--- src/rtl/seq_umulti.sv ---
// Sequential shift-add multiplier: one step per cycle, optional signed mode via SEQ_UMULTI_SIGNED_EN.
// Latency: out_valid rises exactly WIDTH edges after the accepting edge.
// Backpressure: in_ready only in IDLE; product held in DONE until out_ready, no accept on that edge.
module seq_umulti #(
    parameter int WIDTH = 8
) (
    input  logic               clk,
    input  logic               rst_n,
    input  logic               in_valid,
    output logic               in_ready,
    input  logic [WIDTH-1:0]   a,
    input  logic [WIDTH-1:0]   b,
    input  logic               sgn,
    output logic [2*WIDTH-1:0] p,
    output logic               out_valid,
    input  logic               out_ready,
    output logic               busy
);

    localparam int CW = $clog2(WIDTH) + 1;
    localparam logic [CW-1:0] LAST = CW'(WIDTH - 1);

    typedef enum logic [1:0] {IDLE, BUSY, DONE} state_t;

    state_t               state_q, state_d;
    logic [2*WIDTH-1:0]   acc_q, acc_d;
    logic [WIDTH-1:0]     mcand_q, mcand_d;
    logic [CW-1:0]        cnt_q, cnt_d;
    logic [2*WIDTH-1:0]   p_q, p_d;

    logic [WIDTH-1:0]     a_mag, b_mag;
    logic [WIDTH:0]       sum;
    logic [2*WIDTH-1:0]   acc_step, prod_fin;

    // Upper half accumulates, lower half holds the shrinking multiplier.
    assign sum      = {1'b0, acc_q[2*WIDTH-1:WIDTH]} + (acc_q[0] ? {1'b0, mcand_q} : '0);
    assign acc_step = {sum, acc_q[WIDTH-1:1]};

`ifdef SEQ_UMULTI_SIGNED_EN
    logic neg_q;

    assign a_mag    = (sgn && a[WIDTH-1]) ? (~a + 1'b1) : a;
    assign b_mag    = (sgn && b[WIDTH-1]) ? (~b + 1'b1) : b;
    assign prod_fin = neg_q ? (~acc_step + 1'b1) : acc_step;

    always_ff @(posedge clk or negedge rst_n) begin
        if (!rst_n) begin
            neg_q <= 1'b0;
        end else if (state_q == IDLE && in_valid) begin
            neg_q <= sgn & (a[WIDTH-1] ^ b[WIDTH-1]);
        end
    end
`else
    logic unused_sgn;

    assign unused_sgn = sgn;
    assign a_mag      = a;
    assign b_mag      = b;
    assign prod_fin   = acc_step;
`endif

    always_comb begin
        state_d = state_q;
        acc_d   = acc_q;
        mcand_d = mcand_q;
        cnt_d   = cnt_q;
        p_d     = p_q;
        case (state_q)
            IDLE: begin
                if (in_valid) begin
                    state_d = BUSY;
                    acc_d   = {{WIDTH{1'b0}}, b_mag};
                    mcand_d = a_mag;
                    cnt_d   = '0;
                end
            end
            BUSY: begin
                acc_d = acc_step;
                cnt_d = cnt_q + 1'b1;
                if (cnt_q == LAST) begin
                    state_d = DONE;
                    p_d     = prod_fin;
                end
            end
            DONE: begin
                if (out_ready) begin
                    state_d = IDLE;
                end
            end
            default: state_d = IDLE;
        endcase
    end

    always_ff @(posedge clk or negedge rst_n) begin
        if (!rst_n) begin
            state_q <= IDLE;
            acc_q   <= '0;
            mcand_q <= '0;
            cnt_q   <= '0;
            p_q     <= '0;
        end else begin
            state_q <= state_d;
            acc_q   <= acc_d;
            mcand_q <= mcand_d;
            cnt_q   <= cnt_d;
            p_q     <= p_d;
        end
    end

    assign in_ready  = (state_q == IDLE);
    assign out_valid = (state_q == DONE);
    assign busy      = (state_q == BUSY);
    assign p         = p_q;

endmodule
--- config.mk ---
export PLATFORM = sky130hd
export DESIGN_NAME = seq_umulti
export DESIGN_NICKNAME = d
export VERILOG_FILES = /design/src/rtl/seq_umulti.sv
export SDC_FILE = /design/constraint.sdc
export NUM_CORES = 1
export LEC_CHECK = 0
export CAP_MARGIN = 20
export CORE_ASPECT_RATIO = 0.7
export CORE_MARGIN = 5
export CORE_UTILIZATION = 41
export CTS_CLUSTER_DIAMETER = 80
export DETAILED_ROUTE_END_ITERATION = 7
export PLACE_DENSITY_LB_ADDON = 0.3
export SYNTH_ARGS = -nofsm -noshare
export SYNTH_HDL_FRONTEND = slang
export SYNTH_SLANG_ARGS = --single-unit
--- constraint.sdc ---
create_clock -name clk -period 2.6 [get_ports clk]
set_input_delay 0.39 -clock clk [delete_from_list [all_inputs] [get_ports clk]]
set_output_delay 0.39 -clock clk [all_outputs]
set_load 0.02 [all_outputs]
==> impl_results.md <==
* Status: finished clean
* CTS resizes at 0
* Ys Warns at 0
* Worst min-delay path class: in2async
* Cts bufs inserted at 5
* Cts hold-fix bufs at 0
* Global route total overflow at 0
* Worst-path clk slew at 0.09 ns
* DIE HEIGHT at 72.2 um
* Slew HR at 61.2%
* Number of synthesized flops with an enable pin at 0
* Power share of the clock group at 15.9%
* Largest net degree at the start of global routing at 47
* Internal Dissipation at 1.97 mW
* Ranking of synthesized cells by area: dfrtp_1 (51%), nand2_1 (9.4%), ha_1 (5.0%)
* Area growth, synth to finish at 25.1%
* Min cycle time layout at 2.35 ns
* Synth top cells by count: nand2_1 (57), dfrtp_1 (46), o21ai_0 (21)
* Die Area at 7140 um^2
* Total Routing Usage GR at 13.9%
* Port bufs at 38
* Layout Utilization at 53.4%
* Lkg Pwr at 1.30 nW
* Most frequent cell after synthesis: nand2_1
* Initial antenna violation count at 0
* Via count at 1694
* Cell area after layout at 2840 um^2
* RSZ-0062 raised after global routing: false
* Peak supply drop at 503 uV
* DR WL/cell at 13.7 um
* Switching Fraction at 38.7%
* Synthesized area at 2270 um^2
* Via/cell ratio at 5.03
* WL final at 4630 um
* Critical Path Start Type: register
* Comb power frac at 45.9%
* Routability cong. at 0.878
* Placed standard-cell area at 2730 um^2
* Placed Cells at 329
* Share of layout cells above drive strength 1 at 10.2%
* Final hold vios at 0
* Clk buf depth at 2
* Number of iterations in the first detailed-routing pass at 4
* CTS tree: yes
* CORE AREA at 5310 um^2
* Starting density of the core at 42.7%
* CP Capture Type: register
* Antenna diode count at 0
* DRC at 0
* First-pass GRT wire length at 8110 um
* Slew Limit Fails at 0
* Clock skew at 0.00519 ns
* Post-CTS Setup Repair Bufs at 0
* Max Fanout on Critical Path at 9
* Top FF cell, synth: dfrtp_1
* Vias in the first global route at 1715
* Final Cycle Share at 90.3%
* Clk sinks at 46
* Largest area contributor in the netlist: dfrtp_1
* Worst Max-Slew Pin Slew at 0.581 ns
* Syn Inst Count at 225
* Crit-path cells: and2_1 > ha_1 > fa_1 > a211oi_1 > o21ai_0 > and2_1 > o32ai_1
* Crit path required time at 2.80 ns
* Crit path largest cell delay at 0.45 ns
* CP Data Arrival Time at 2.55 ns
* Row count at 22
* Syn nets at 256
* Final ANT Viol Nets at 0
* Die Width at 98.9 um
* Ys async rst share at 100%
* Max-cap violations at 0
* Nets at 295
* Sw Pwr at 1.24 mW
* Clock H-tree levels at 2
* Root Buffer: clkbuf_8
* Setup violations, final at 0
* CP Class: reg2reg
* Power, Total at 3.21 mW
* Power per cell area at 1130 nW/um^2
* 1st-iter DRT viols at 48
* Maximum clock rate at 0.426 GHz
* Top-area cell type share of the netlist area at 50.7%
* Synthesized area per cell at 10.1 um^2
* Sequential-to-total area share from yosys stat at 50.7%
* HPWL Detailed at 3250 um
* Clk_lat worst skew at 0.29 ns
* Flops & latches, synth at 46
* Synth cell types at 38
* Setup TNS at 0 ns
* Most frequent CP cell: and2_1
* Critical-path top delay cell: dfrtp_1
* Non-filler instance count after layout at 337
* Sequential share of power at 38.3%
* IO Pins at 40
==> critical path, delay by kind of cell (launching register included) <==
family	cells	cell delay (ns)
AO/OA/AOI/OAI	3	0.81
adder cells (fa/ha/maj)	2	0.64
flip-flops	1	0.45
AND/OR/NAND/NOR	2	0.35
==> routing by layer <==
metal / up-vias / share of wire [%] / global-route usage [%]
met1: 793 / 53 / 20.8
met3: 5 / 5.5 / 4.23
met5: - / 0 / 0
met4: 0 / 0.78 / 2.73
li1: 856 / - / -
met2: 40 / 41 / 20.0
==> worst paths after layout <==
check | from | endpoint | slack, ns | cells after the start
worst max-delay path | acc_q[0]$_DFFE_PN0P_ | acc_q[13]$_DFFE_PN0P_ | 0.25 | 7
worst min-delay path | rst_n | p[13]$_DFFE_PN0P_ | 0.17 | 2
worst max register to register | acc_q[0]$_DFFE_PN0P_ | acc_q[13]$_DFFE_PN0P_ | 0.25 | 7
worst min register to register | p[4]$_DFFE_PN0P_ | p[4]$_DFFE_PN0P_ | 0.48 | 2
max in group asynchronous | rst_n | acc_q[7]$_DFFE_PN0P_ | 2.03 | 2
min in group clk | p[4]$_DFFE_PN0P_ | p[4]$_DFFE_PN0P_ | 0.48 | 2
==> cell families (layout without fill, tap and decap cells) <==
family          count (synthesis)  after routing  synth area share [%]
compound gates                 49             49                  13.6
xor+xnor                        4              4                  1.54
fa+ha+maj                      10             10                  5.85
buf+inv                        13             53                  2.48
flops                          46             46                  50.7
mux                            17             17                  7.94
simple gates                   86             86                  17.9
==> sequential cells by signal, summed over array words and instances, names as in the netlist <==
name and count:
cnt_q 4, mcand_q 8, p 16, state_q 2, acc_q 16
==> per-stage QoR <==
step | setup WS [ns] | hold slack, ns
6_report | 0.253 | 0.166
3_3_place_gp | 0.320 | 0.462
5_1_grt | 0.0539 | 0.227
4_1_cts | 0.265 | 0.198
3_5_place_dp | 0.262 | 0.461
2_1_floorplan | 0.539 | 0.0944
==> area by class of cell <==
cell class	instances	area, um^2
flip-flops and latches	46	1150
clock buffers	8	110
multi-input cells	166	1070
inverters	2	7.51
fillers	476	2470
repair buffers	43	413
well taps	72	90.1
==> placed cells by master, fill, tap and decap left out, types with 5 or more instances in the layout <==
| cell | instances |
|---|---|
| nand2_1 | 57 |
| dfrtp_1 | 46 |
| clkdlybuf4s50_1 | 37 |
| o21ai_0 | 21 |
| and2_1 | 9 |
| mux2i_1 | 9 |
| ha_1 | 9 |
| nor2_1 | 8 |
| mux2_2 | 8 |
| clkbuf_8 | 8 |
| buf_4 | 5 |
==> power by group through the flow <==
stage	clock, mW	combinational (mW)	sequential [mW]
floorplan	0	0.898	1.32
finish	0.509	1.47	1.23
global placement	0	1.47	1.24
detailed placement	0	1.49	1.24
global route	0.547	1.65	1.28
CTS	0.515	1.49	1.23
(Power assumes the default switching activity.)
